===== src/rtl/morse_encoder.sv =====
// rtl/morse_encoder.sv - ASCII character to timed Morse key line encoder
// One character per valid/ready handshake; dots, dashes and gaps timed in UNIT_CYCLES.
module morse_encoder #(
  parameter int UNIT_CYCLES = 800
) (
  input  logic       clk,
  input  logic       rst,
  input  logic [7:0] char_in,
  input  logic       char_valid,
  output logic       char_ready,
  output logic       key_out,
  output logic       err
);

  localparam int CW = $clog2(7 * UNIT_CYCLES + 1);
  localparam logic [CW-1:0] DOT_M1  = CW'(UNIT_CYCLES - 1);
  localparam logic [CW-1:0] DASH_M1 = CW'(3 * UNIT_CYCLES - 1);
  localparam logic [CW-1:0] WORD_M1 = CW'(7 * UNIT_CYCLES - 1);

  typedef enum logic [2:0] {IDLE, MARK, ELEM_GAP, CHAR_GAP, WORD_GAP} state_t;

  state_t          state, state_next;
  logic [CW-1:0]   cnt, dur;
  logic [2:0]      idx, len;
  logic [4:0]      pattern;
  logic [7:0]      upper;
  logic [2:0]      lut_len;
  logic [4:0]      lut_pat;
  logic            lut_ok, is_space, accept, last_elem, elem_bit, cnt_done;

  assign char_ready = (state == IDLE) && !rst;
  assign accept     = char_valid && char_ready;
  assign is_space   = (char_in == 8'h20);
  assign lut_ok     = (lut_len != 3'd0);
  assign cnt_done   = (cnt == '0);
  assign last_elem  = (idx == len - 3'd1);

  // Patterns are left-aligned: bit 4 is the first element, 1 = dash.
  always_comb begin
    lut_len = 3'd0;
    lut_pat = 5'b00000;
    upper   = (char_in >= 8'h61 && char_in <= 8'h7A) ? char_in - 8'h20 : char_in;
    case (upper)
      8'h41: {lut_len, lut_pat} = {3'd2, 5'b01000};
      8'h42: {lut_len, lut_pat} = {3'd4, 5'b10000};
      8'h43: {lut_len, lut_pat} = {3'd4, 5'b10100};
      8'h44: {lut_len, lut_pat} = {3'd3, 5'b10000};
      8'h45: {lut_len, lut_pat} = {3'd1, 5'b00000};
      8'h46: {lut_len, lut_pat} = {3'd4, 5'b00100};
      8'h47: {lut_len, lut_pat} = {3'd3, 5'b11000};
      8'h48: {lut_len, lut_pat} = {3'd4, 5'b00000};
      8'h49: {lut_len, lut_pat} = {3'd2, 5'b00000};
      8'h4A: {lut_len, lut_pat} = {3'd4, 5'b01110};
      8'h4B: {lut_len, lut_pat} = {3'd3, 5'b10100};
      8'h4C: {lut_len, lut_pat} = {3'd4, 5'b01000};
      8'h4D: {lut_len, lut_pat} = {3'd2, 5'b11000};
      8'h4E: {lut_len, lut_pat} = {3'd2, 5'b10000};
      8'h4F: {lut_len, lut_pat} = {3'd3, 5'b11100};
      8'h50: {lut_len, lut_pat} = {3'd4, 5'b01100};
      8'h51: {lut_len, lut_pat} = {3'd4, 5'b11010};
      8'h52: {lut_len, lut_pat} = {3'd3, 5'b01000};
      8'h53: {lut_len, lut_pat} = {3'd3, 5'b00000};
      8'h54: {lut_len, lut_pat} = {3'd1, 5'b10000};
      8'h55: {lut_len, lut_pat} = {3'd3, 5'b00100};
      8'h56: {lut_len, lut_pat} = {3'd4, 5'b00010};
      8'h57: {lut_len, lut_pat} = {3'd3, 5'b01100};
      8'h58: {lut_len, lut_pat} = {3'd4, 5'b10010};
      8'h59: {lut_len, lut_pat} = {3'd4, 5'b10110};
      8'h5A: {lut_len, lut_pat} = {3'd4, 5'b11000};
      8'h30: {lut_len, lut_pat} = {3'd5, 5'b11111};
      8'h31: {lut_len, lut_pat} = {3'd5, 5'b01111};
      8'h32: {lut_len, lut_pat} = {3'd5, 5'b00111};
      8'h33: {lut_len, lut_pat} = {3'd5, 5'b00011};
      8'h34: {lut_len, lut_pat} = {3'd5, 5'b00001};
      8'h35: {lut_len, lut_pat} = {3'd5, 5'b00000};
      8'h36: {lut_len, lut_pat} = {3'd5, 5'b10000};
      8'h37: {lut_len, lut_pat} = {3'd5, 5'b11000};
      8'h38: {lut_len, lut_pat} = {3'd5, 5'b11100};
      8'h39: {lut_len, lut_pat} = {3'd5, 5'b11110};
      default: ;
    endcase
  end

  always_ff @(posedge clk) begin
    if (rst) state <= IDLE;
    else     state <= state_next;
  end

  always_comb begin
    state_next = state;
    case (state)
      IDLE: begin
        if (accept && is_space)    state_next = WORD_GAP;
        else if (accept && lut_ok) state_next = MARK;
      end
      MARK:     if (cnt_done) state_next = last_elem ? CHAR_GAP : ELEM_GAP;
      ELEM_GAP: if (cnt_done) state_next = MARK;
      CHAR_GAP: if (cnt_done) state_next = IDLE;
      WORD_GAP: if (cnt_done) state_next = IDLE;
      default:  state_next = IDLE;
    endcase
  end

  // On entry to MARK from IDLE the pattern is not yet registered, so use the lookup.
  always_comb begin
    elem_bit = (state == IDLE) ? lut_pat[4] : pattern[3'd4 - idx];
    case (state_next)
      MARK:     dur = elem_bit ? DASH_M1 : DOT_M1;
      ELEM_GAP: dur = DOT_M1;
      CHAR_GAP: dur = DASH_M1;
      WORD_GAP: dur = WORD_M1;
      default:  dur = '0;
    endcase
  end

  always_ff @(posedge clk) begin
    if (rst) begin
      key_out <= 1'b0;
      err     <= 1'b0;
      cnt     <= '0;
      idx     <= 3'd0;
      len     <= 3'd0;
      pattern <= 5'b00000;
    end else begin
      key_out <= (state_next == MARK);
      err     <= accept && !is_space && !lut_ok;
      if (state_next != state) cnt <= dur;
      else if (!cnt_done)      cnt <= cnt - 1'b1;
      if (state == IDLE && accept && lut_ok) begin
        pattern <= lut_pat;
        len     <= lut_len;
        idx     <= 3'd0;
      end else if (state == MARK && cnt_done && !last_elem) begin
        idx <= idx + 3'd1;
      end
    end
  end

endmodule


===== config.mk =====
export PLATFORM = sky130hd
export DESIGN_NAME = morse_encoder
export DESIGN_NICKNAME = d
export VERILOG_FILES = /design/src/rtl/morse_encoder.sv
export SDC_FILE = /design/constraint.sdc
export NUM_CORES = 1
export LEC_CHECK = 0
export BUFFER_PORTS_ARGS = -buffer_cell sky130_fd_sc_hd__buf_4
export CAP_MARGIN = 20
export CELL_PAD_IN_SITES_DETAIL_PLACEMENT = 1
export CELL_PAD_IN_SITES_GLOBAL_PLACEMENT = 1
export CORE_MARGIN = 2
export CORE_UTILIZATION = 31
export DETAILED_ROUTE_END_ITERATION = 10
export PLACE_DENSITY = 0.6
export SETUP_SLACK_MARGIN = 0.05
export SLEW_MARGIN = 10
export SYNTH_ARGS = -nofsm -noshare
export SYNTH_HDL_FRONTEND = slang
export SYNTH_SLANG_ARGS = --single-unit

===== constraint.sdc =====
create_clock -name clk -period 4.6 [get_ports clk]
set_clock_uncertainty 0.05 [all_clocks]
set_input_delay 0.46 -clock clk [delete_from_list [all_inputs] [get_ports clk]]
set_output_delay 0.46 -clock clk [all_outputs]
set_load 0.1 [all_outputs]

==> impl_results.md, run 1 <==
* Status: completed
* Post-synthesis cell type count at 73
* First-pass GRT wire length at 13.2 mm
* Final hold violation count at 0
* Vias in the first global route at 2520
* Yosys top cell by area: dfxtp_1
* R2R depth at 7
* Vias post-DR at 2600
* Die height at 95.6 µm
* Root buffer cell: clkbuf_8
* Critical path peak fanout at 6
* Routed WL per cell at 18.2 µm
* Syn Nets at 356
* Row count at 33
* Synthesized flop and latch total at 29
* CP Cell Sequence: nor4_1 -> nand4_1 -> mux2i_1 -> a21o_1 -> o211ai_1 -> o31ai_1 -> a21oi_1
* Final WL at 8.10 mm
* Final #Nets at 356
* Fillers at 1025
* H-tree levels at 2
* Via density at 5.84
* Die ar. at 9140 µm²
* Pin count of the biggest net entering global routing at 35
* Setup bufs post-CTS at 0
* Ant. Diodes at 0
* Final period util at 64.8%
* Setup tns final at 0 ns
* Crit path launch type: register
* Critical path buffer and inverter count at 0
* Reg clk slew, reported paths at 0.07 ns
* Final setup fails at 0
* # IOs at 14
* CP top delay family: simple AND/OR/NAND/NOR gates
* Critical Path AT at 3.08 ns
* Die X at 95.6 µm
* Num Clock Sinks at 29
* RD Place Congestion at 0.842
* Core area at 8180 µm²
* IO buf count at 13
* GR Overflow Total at 0
* Drt first-iter violations at 106
* RSZ-0062 raised after global routing: no
* PD cells at 401 nW/µm²
* Post-route design area at 2840 µm²
* Worst Path Required at 4.70 ns
* VDD IR max at 0.138 mV
* Slew HR at 43.1%
* Tmin final at 2.98 ns
* FFs w/ async S/R, synth at 0%
* CTS resizes at 0
* Bufs on Longest Clock Path at 2
* Fin. max-slew vios at 0
* Slowest cell on the critical path: nor4_1
* Worst-Margin Slew at 0.846 ns
* Detailed Place HPWL at 6.11 mm
* Critical path type: reg2reg
* Post-Synthesis Cell Area at 2600 µm²
* Post-synthesis sequential area ratio at 22.3%
* Synth top area share at 22.3%
* Worst path depth at 7
* Initial antenna violation count at 0
* Initial Utilization at 31.8%
* Max Cap Violations at 0
* Ys Warns at 0
* DP Area at 2730 µm²
* Mapped Cells at 339
* Layout cells sized above 1 at 12.9%
* Leakage at 1.05 nW
* Avg Inst Size Synth at 7.67 µm²
* Max frequency at 335 MHz
* Drt first pass iters at 4
* CTS tree: built
* Count of flip-flops with a built-in enable after synthesis at 0
* Max stage delay on crit path at 0.76 ns
* Worst Setup End Kind: register
* TritonCTS Buffers at 5
* Area Growth Syn to Fin at 9.24%
* Largest cells by area after synthesis: dfxtp_1 22%, a21oi_1 5.4%, nor2_1 4.6%
* Ys flop type: dfxtp_1
* WHS Path Cells at 2
* Post-DRT Antenna Nets at 0
* DRC at 0
* Hold Path Class: in2reg
* Skew-Pair Late Insertion Delay at 0.28 ns
* GRT Util Overall at 18.3%
* Post-CTS Hold Fix Bufs at 0
-- path summary, 6_finish.rpt --
kind / start / to / slack (ns)
max: cnt[7] / cnt[0] / 1.62
min: rst / cnt[12] / 0.41
max reg2reg: cnt[7] / cnt[0] / 1.62
min reg2reg: len[1] / len[1] / 0.44
-- logic make-up after synthesis --
logic type | Yosys count | synth area share (%)
flip-flops | 29 | 22.3
AND/OR/NAND/NOR | 146 | 32.6
buffers and inverters | 39 | 6.93
multiplexers | 5 | 2.45
AO/OA/AOI/OAI | 95 | 26.4
XOR/XNOR | 19 | 6.40
adder cells (fa/ha/maj) | 6 | 2.89
-- layer usage --
layer	part of all wire [%]	vias to the layer above	track usage, %
met5	0	-	0
met4	1.1	0	5.24
met3	2.2	6	1.66
met2	47	42	29.9
met1	49	1276	25.6
li1	-	1276	-
-- power breakdown --
group          switching [W]  internal, W
clock network      0.0000996     0.000176
registers          0.0000594     0.000302
logic               0.000303     0.000199
-- layout make-up --
class | count | area (µm²) | area share, %
multi-input combinational | 271 | 1840 | 64.8
sequential | 29 | 581 | 20.4
tap | 105 | 131 | 4.62
timing repair buffer | 14 | 105 | 3.70
clock buffer | 7 | 86.3 | 3.04
inverter | 18 | 67.6 | 2.38
clock inverter | 1 | 30.0 | 1.06
-- sequential cells by signal, indices dropped and copies added, names as in the netlist --
signal / cells
key_out: 1
len: 3
err: 1
cnt: 13
idx: 3
state: 3
pattern: 5
-- metrics by stage --
| step | power, W | instances | setup slack (ns) | hold WS, ns | utilization (%) |
|---|---|---|---|---|---|
| after global placement | 0.000857 | 437 | 1.49 | 0.403 | 33.3 |
| after global routing | 0.00122 | 445 | 1.39 | 0.429 | 34.8 |
| after floorplan | 0.000741 | 339 | 1.34 | 0.383 | - |
| after CTS | 0.00115 | 445 | 1.64 | 0.415 | 34.8 |
| final | 0.00114 | 445 | 1.62 | 0.409 | 34.8 |
| after detailed placement | 0.000868 | 437 | 1.40 | 0.408 | 33.3 |
-- layout by cell type (no fill, tap or decap), types with 5 or more instances in the layout --
| cell | instances |
|---|---|
| xor2_1 | 12 |
| nor4_1 | 8 |
| clkbuf_8 | 6 |
| a21oi_1 | 28 |
| o32ai_1 | 5 |
| nand3_1 | 11 |
| o21ai_0 | 11 |
| nor2_1 | 32 |
| ha_1 | 6 |
| dfxtp_1 | 29 |
| nor3_1 | 16 |
| buf_4 | 14 |
| nand2_1 | 24 |
| nor2b_1 | 6 |
| xnor2_1 | 7 |
| nand4_1 | 7 |
| o211ai_1 | 6 |
| or3_1 | 7 |
| inv_1 | 16 |
-- worst register-to-register path, stage by stage, from the launching register on --
cell and delay, ns:
dfxtp_1 0.36, nor4_1 0.76, nand4_1 0.47, mux2i_1 0.26, a21o_1 0.16, o211ai_1 0.18
o31ai_1 0.48, a21oi_1 0.13
-- cells in the mapped netlist (5+ instances only) --
master / instances
a21oi_1: 28
buf_2: 5
buf_4: 5
clkbuf_1: 7
dfxtp_1: 29
ha_1: 6
inv_1: 16
nand2_1: 24
nand3_1: 11
nand4_1: 7
nor2_1: 32
nor2b_1: 6
nor3_1: 16
nor4_1: 8
o211ai_1: 6
o21ai_0: 11
o32ai_1: 5
or3_1: 7
xnor2_1: 7
xor2_1: 12
(Power assumes the default switching activity.)
==> inputs of run 2 (changes only) <==
--- a/config.mk
+++ b/config.mk
@@ -5,6 +5,7 @@
 export SDC_FILE = /design/constraint.sdc
 export NUM_CORES = 1
 export LEC_CHECK = 0
+export ABC_AREA = 1
 export BUFFER_PORTS_ARGS = -buffer_cell sky130_fd_sc_hd__buf_4
 export CAP_MARGIN = 20
 export CELL_PAD_IN_SITES_DETAIL_PLACEMENT = 1
@@ -12,7 +13,7 @@
 export CORE_MARGIN = 2
 export CORE_UTILIZATION = 31
 export DETAILED_ROUTE_END_ITERATION = 10
-export PLACE_DENSITY = 0.6
+export PLACE_DENSITY = 0.64
 export SETUP_SLACK_MARGIN = 0.05
 export SLEW_MARGIN = 10
 export SYNTH_ARGS = -nofsm -noshare
==> constraint.sdc (replaced) <==
create_clock -name clk -period 2.45 [get_ports clk]
set_clock_uncertainty 0.05 [all_clocks]
set_input_delay 0.245 -clock clk [delete_from_list [all_inputs] [get_ports clk]]
set_output_delay 0.245 -clock clk [all_outputs]
set_load 0.1 [all_outputs]
==> run 2 against run 1 <==
The flow now finishes with violations (negative setup slack); combinational power grew to 3.2 times the previous value; area after synthesis down 5.8%; core utilization increased by 15 points; first-iteration DRC count up 22%; final cell count increased by 34%; clock power grew 62%; critical path type unchanged; critical endpoint is now cnt[7]; largest cell class unchanged.
==> impl_results.md, run 2 <==
* Slew HR at 72.9% (+30 points)
* Reg clk slew, reported paths at 0.07 ns (about the same)
* Bufs on Longest Clock Path at 2 (unchanged)
* Synth top area share at 23.7% (+1.4 points)
* RD Place Congestion at 0.884 (+5.0%)
* Skew-Pair Late Insertion Delay at 0.29 ns (about the same)
* Critical path type: reg2reg
* Die height at 92.9 µm (-2.8%)
* Post-CTS Hold Fix Bufs at 0 (unchanged)
* R2R depth at 17 (+10)
* Worst Path Required at 2.62 ns (-2.08 ns)
* Core Util, Final at 49.6% (+15 points)
* Leakage at 1.82 nW (+74%)
* Crit path launch type: register
* Row count at 32 (-3.0%)
* RSZ-0062 raised after global routing: yes
* Routed WL per cell at 15.4 µm (-15%)
* Max frequency at 401 MHz (+20%)
* DRC at 0 (unchanged)
* Yosys top cell by area: dfxtp_1
* CTS tree: built
* Avg Inst Size Synth at 6.50 µm² (-15%)
* Max stage delay on crit path at 0.34 ns (-0.42 ns)
* GR Overflow Total at 0 (unchanged)
* Fin. max-slew vios at 0 (unchanged)
* Post-Synthesis Cell Area at 2450 µm² (-5.8%)
* Syn Nets at 394 (+11%)
* PD cells at 698 nW/µm² (+74%)
* Worst Setup End Kind: register
* Worst path depth at 17 (+10)
* Slowest cell on the critical path: dfxtp_1
* Area Growth Syn to Fin at 55.6%
* Ys Warns at 0 (unchanged)
* GRT Util Overall at 20.2% (+1.9 points)
* Commonest non-fill, non-tap cells in the layout: 107 x buf_4, 73 x nand2_1, 48 x nor2_1, 37 x inv_1, 27 x dfxtp_1
* Final #Nets at 511 (+44%)
* Ys flop type: dfxtp_1
* Drt first-iter violations at 129 (+22%)
* Die ar. at 8630 µm² (-5.5%)
* Final hold violation count at 0 (unchanged)
* Critical path peak fanout at 8 (+2)
* Critical Path AT at 2.67 ns (-0.41 ns)
* Met3 routed WL at 224 µm (+28%)
* Vias in the first global route at 3018 (+20%)
* Final period util at 102% (+37 points)
* Met2 WL at 4.90 mm (+28%)
* IO buf count at 13 (unchanged)
* Hold Path Class: in2reg
* FF-to-FF End: cnt[7]
* Core area at 7690 µm² (-6.0%)
* Synthesized flop and latch total at 29 (unchanged)
* Initial antenna violation count at 0 (unchanged)
* Top post-synthesis cells by count: 81 x nand2_1, 58 x nor2_1, 44 x inv_1
* Hold Startpoint: char_valid
* Post-synthesis sequential area ratio at 23.7% (+1.4 points)
* H-tree levels at 2 (unchanged)
* Uppermost layer routed: met4
* Worst-Margin Slew at 0.403 ns (-0.443 ns)
* Mapped Cells at 377 (+11%)
* Max reg flops at 13 (unchanged)
* Largest registers: cnt x13, pattern x5
* Vias post-DR at 2956 (+14%)
* CP Cell Sequence: nor2_2 -> nand2_4 -> nor2_4 -> nand2_2 -> nor3_4 -> nand3_2 -> inv_4 -> o41ai_4 -> a31oi_4 -> buf_6 -> nand3_4 -> nand2_4 -> buf_12 -> nand3_2 -> nand2_1 -> nand2_1 -> nor2_1
* Final WS setup at -0.0453 ns (-1.66 ns)
* TritonCTS Buffers at 5 (unchanged)
* Biggest register: cnt
* Final WL at 9.21 mm (+14%)
* # IOs at 14 (unchanged)
* VDD IR max at 0.251 mV (+82%)
* Setup tns final at -0.0681 ns (-0.0681 ns)
* Hold endpoint: err
* Max Cap Violations at 0 (unchanged)
* Fillers at 1012 (-1.3%)
* Layout cells sized above 1 at 44.6% (+32 points)
* Ant. Diodes at 0 (unchanged)
* FFs w/ async S/R, synth at 0% (unchanged)
* Status: finished with violations
* Root buffer cell: clkbuf_8
* Initial Utilization at 31.9% (+0.067 points)
* CP top delay family: simple AND/OR/NAND/NOR gates
* Via density at 4.95 (-15%)
* Most common cell after layout, fill and taps aside: buf_4
* Violated checks: negative setup slack
* Num Clock Sinks at 29 (unchanged)
* Drt first pass iters at 4 (unchanged)
* Final setup fails at 2 (+2)
* Pin count of the biggest net entering global routing at 13 (-63%)
* Die X at 92.9 µm (-2.8%)
* R2R setup slack at -0.05 ns (-1.66 ns)
* RR Startpoint: cnt[2]
* First-pass GRT wire length at 14.0 mm (+6.0%)
* Post-DRT Antenna Nets at 0 (unchanged)
* WHS Path Cells at 3 (+1)
* Tmin final at 2.50 ns (-0.488 ns)
* Critical path buffer and inverter count at 3 (+3)
* Post-synthesis cell type count at 41 (-44%)
* Largest cells by area after synthesis: dfxtp_1 24%, nand2_1 12%, nor2_1 8.9%
* Count of flip-flops with a built-in enable after synthesis at 0 (unchanged)
* Detailed Place HPWL at 6.57 mm (+7.4%)
* Count leader, synth: nand2_1
* Met1 WL at 3.93 mm (-1.8%)
-- run 2: cell types whose count changed in the layout (fill, tap and decap cells not counted), moves of 10 or more --
cell | before | now
nand3_2 | 1 | 15
nor3_1 | 16 | 4
nor2_2 | 0 | 10
inv_2 | 1 | 12
inv_1 | 16 | 37
a21oi_2 | 0 | 10
a21oi_1 | 28 | 9
nand2_1 | 24 | 73
nor2_1 | 32 | 48
buf_4 | 14 | 107
-- run 2: timing repair --
| action | CTS | global route |
|---|---|---|
| endpoints found under the setup margin | 13 | 24 |
| setup buffers | 18 | 10 |
| gates cloned | 0 | 2 |
| pin swaps | 15 | 41 |
| resized for setup | 21 | 59 |
-- run 2: power by group --
group,internal (W),switching (W)
logic,0.000803,0.000810
clock network,0.000254,0.000192
registers,0.000543,0.0000583
total,0.00160,0.00106
-- run 2: cells by family after synthesis --
family,synth area share (%)
AOI/OAI and AO/OA,14.7
xor gates and xnor gates,5.00
buffers and inverters,11.1
and+or+nand+nor,42.4
DFF,23.7
adders and majority gates,3.06
-- run 2: worst max path at each step --
stage                     slack (ns)     end  startpoint
after floorplan                 0.06  cnt[0]      cnt[0]
after global placement         -0.22  cnt[4]  char_in[6]
after detailed placement       -0.27  cnt[0]  char_in[0]
after CTS                      -0.04  cnt[0]      cnt[1]
after global routing           -0.22  cnt[7]      cnt[0]
final                          -0.05  cnt[7]      cnt[2]
-- run 2: routing by layer --
layer / vias up / global-route usage (%)
met2: 41 / 37.7
li1: 1466 / -
met1: 1435 / 24.4
met5: - / 0
met4: 0 / 4.66
met3: 14 / 2.60
-- run 2: layout make-up --
cell class	instances	area, µm²	area share [%]
Clock buffer	7	96.3	2.53
Clock inverter	1	5.00	0.131
Inverter	53	208	5.45
Multi-Input combinational cell	289	1880	49.3
Sequential cell	29	583	15.3
Tap cell	102	128	3.35
Timing Repair Buffer	116	913	24.0
-- run 2: worst register-to-register path, stage by stage (launching register included) --
cell and delay (ns):
dfxtp_1 0.34, nor2_2 0.18, nand2_4 0.08, nor2_4 0.09, nand2_2 0.08, nor3_4 0.22, nand3_2 0.15, inv_4 0.12
o41ai_4 0.11, a31oi_4 0.23, buf_6 0.14, nand3_4 0.08, nand2_4 0.11, buf_12 0.13, nand3_2 0.06, nand2_1 0.10
nand2_1 0.08, nor2_1 0.11
-- run 2: per-stage QoR --
stage | instances | cell area (µm²) | hold WS [ns] | power [W] | setup slack, ns
after floorplan | 377 | 2470 | 0.342 | 0.00129 | 0.0579
after global placement | 560 | 3220 | 0.400 | 0.00168 | -0.223
after detailed placement | 560 | 3220 | 0.416 | 0.00170 | -0.271
after CTS | 586 | 3530 | 0.182 | 0.00243 | -0.0412
after global routing | 597 | 3810 | 0.204 | 0.00283 | -0.217
final | 597 | 3810 | 0.198 | 0.00266 | -0.0453
==> inputs of run 3 (changes only) <==
--- a/config.mk
+++ b/config.mk
@@ -10,10 +10,12 @@
 export CAP_MARGIN = 20
 export CELL_PAD_IN_SITES_DETAIL_PLACEMENT = 1
 export CELL_PAD_IN_SITES_GLOBAL_PLACEMENT = 1
+export CORE_ASPECT_RATIO = 1.2
 export CORE_MARGIN = 2
-export CORE_UTILIZATION = 31
+export CORE_UTILIZATION = 40
+export CTS_CLUSTER_DIAMETER = 40
 export DETAILED_ROUTE_END_ITERATION = 10
-export PLACE_DENSITY = 0.64
+export PLACE_DENSITY = 0.79
 export SETUP_SLACK_MARGIN = 0.05
 export SLEW_MARGIN = 10
 export SYNTH_ARGS = -nofsm -noshare
==> run 3 against run 2 <==
The run still ends with negative setup slack left; hold slack improved by 0.017 ns; first-iteration DRC count fell by 8.5%; worst setup slack got worse by 0.18 ns; register-to-register slack got worse by 0.18 ns; clock-buffer cell count did not move; via count rose by 0.41%; core utilization rose by 9.7 points; non-clock buffer count fell by 24; wire length rose by 7.4%; maximum frequency fell by 6.8%; clock power fell by 9.9%; final cell count fell by 7.5%.
==> impl_results.md, run 3 (synthesis results as in run 2) <==
* GR Overflow Total at 0 (unchanged)
* Die height at 89.8 µm (-3.4%)
* Core area at 5970 µm² (-22%)
* Worst Setup End Kind: register
* Final WL at 9.89 mm (+7.4%)
* H-tree levels at 2 (unchanged)
* Final WS setup at -0.227 ns (-0.181 ns)
* Detailed Place HPWL at 6.60 mm (+0.58%)
* Multi-input gate area at 1840 µm² (-1.9%)
* Via density at 5.38 (+8.6%)
* Area Growth Syn to Fin at 44.5%
* Fillers at 826 (-18%)
* GRT Util Overall at 27.8% (+7.6 points)
* First-pass GRT wire length at 14.6 mm (+4.5%)
* RSZ-0062 raised after global routing: yes
* Row count at 31 (-3.1%)
* RR Startpoint: len[1]
* Root buffer cell: clkbuf_8
* Status: finished with violations
* Max Cap Violations at 0 (unchanged)
* Final setup fails at 11 (+9)
* Vias post-DR at 2968 (+0.41%)
* Routed WL per cell at 17.9 µm (+16%)
* IO buf count at 13 (unchanged)
* Worst-Margin Slew at 0.411 ns (+0.00849 ns)
* Most common cell after layout, fill and taps aside: buf_4
* Largest registers: cnt x13, pattern x5
* TritonCTS Buffers at 5 (unchanged)
* Bufs on Longest Clock Path at 2 (unchanged)
* Final Instance Count excl. Fillers at 552 (-7.5%)
* Commonest non-fill, non-tap cells in the layout: 86 x buf_4, 75 x nand2_1, 44 x nor2_1, 39 x inv_1, 27 x dfxtp_1
* Reg clk slew, reported paths at 0.06 ns (about the same)
* Storage cell area at 583 µm² (unchanged)
* Num Clock Sinks at 29 (unchanged)
* Placed Cells incl. Taps at 527 (-5.9%)
* Final hold violation count at 0 (unchanged)
* Die ar. at 6770 µm² (-22%)
* Violated checks: negative setup slack
* Skew-Pair Late Insertion Delay at 0.29 ns (about the same)
* WHS Path Cells at 2 (-1)
* Post-DRT Antenna Nets at 0 (unchanged)
* Drt first-iter violations at 118 (-8.5%)
* DRC at 0 (unchanged)
* Slew HR at 72.5% (-0.41 points)
* Critical Path AT at 2.80 ns (+0.13 ns)
* Max reg flops at 13 (unchanged)
* Core Util, Final at 59.3% (+9.7 points)
* Leakage at 1.69 nW (-7.2%)
* CTS tree: built
* Drt first pass iters at 4 (unchanged)
* Fin. max-slew vios at 0 (unchanged)
* Final period util at 109% (+7.4 points)
* Crit path launch type: register
* Final #Nets at 487 (-4.7%)
* Hold Startpoint: rst
* R2R depth at 12 (-5)
* Vias in the first global route at 3216 (+6.6%)
* Worst Path Required at 2.58 ns (-0.04 ns)
* RD Place Congestion at 0.873 (-1.3%)
* Die X at 75.5 µm (-19%)
* Post-CTS Hold Fix Bufs at 0 (unchanged)
* Hold Path Class: in2reg
* Ant. Diodes at 0 (unchanged)
* Initial antenna violation count at 0 (unchanged)
* Critical path type: reg2reg
* Initial Utilization at 41.0% (+9.2 points)
* VDD IR max at 0.310 mV (+24%)
* Pin count of the biggest net entering global routing at 14 (+1)
* Max frequency at 374 MHz (-6.8%)
* Tmin final at 2.68 ns (+0.181 ns)
* Biggest register: cnt
* Critical path peak fanout at 12 (+4)
* Worst setup startpoint: len[1]
* Layout cells sized above 1 at 39.8% (-4.9 points)
* # IOs at 14 (unchanged)
* PD cells at 703 nW/µm² (+0.71%)
## run 3: what timing repair did
action,CTS,global route
cloned,0,2
gates resized for setup,27,38
setup buffers,12,5
pin swaps,13,21
setup endpoints to repair,15,22
## run 3: area by class of cell
type	instances	share of cell area [%]
Inverter	53	5.72
Tap cell	82	2.90
Multi-Input combinational cell	289	52.1
Clock buffer	7	2.44
Timing Repair Buffer	92	20.4
Sequential cell	29	16.5
## run 3: per-stage QoR
step / worst slack, ns / setup TNS [ns] / hold slack (ns) / area (µm²) / total power (W)
2_1_floorplan: 0.0579 / 0 / 0.342 / 2470 / 0.00129
6_report: -0.227 / -1.23 / 0.215 / 3540 / 0.00249
5_1_grt: -0.445 / -3.93 / 0.214 / 3540 / 0.00264
3_3_place_gp: -0.220 / -2.91 / 0.400 / 3100 / 0.00161
3_5_place_dp: -0.334 / -5.32 / 0.410 / 3100 / 0.00167
4_1_cts: -0.0153 / -0.0197 / 0.205 / 3360 / 0.00231
## run 3: power by group
part	switching, W	internal [W]	leakage [nW]
logic	0.000806	0.000676	1.41
clock network	0.000180	0.000222	0.0443
registers	0.0000604	0.000544	0.237
## run 3: critical path, cell delays in order, from the launching register on
cell,delay (ns)
dfxtp_1,0.33
inv_1,0.07
ha_1,0.21
xnor2_1,0.24
xor2_1,0.17
o41ai_4,0.37
a31oi_4,0.20
nand2_4,0.15
nand2_1,0.15
nand2_8,0.17
nand4_1,0.23
nand2_1,0.16
nor2_1,0.05
## run 3: final timing paths
kind         slack (ns)    endpoint
max               -0.23      cnt[1]
min                0.21  pattern[0]
max reg2reg       -0.23      cnt[1]
min reg2reg        0.42  pattern[0]
## run 3: layer usage
layer  vias up  global-route usage, %  share of wire, %
li1       1421                      -                 -
met1      1434                   26.2                34
met2        70                   54.6                58
met3        43                   3.36               2.1
met4         0                   13.5               5.8
met5         -                      0                 0
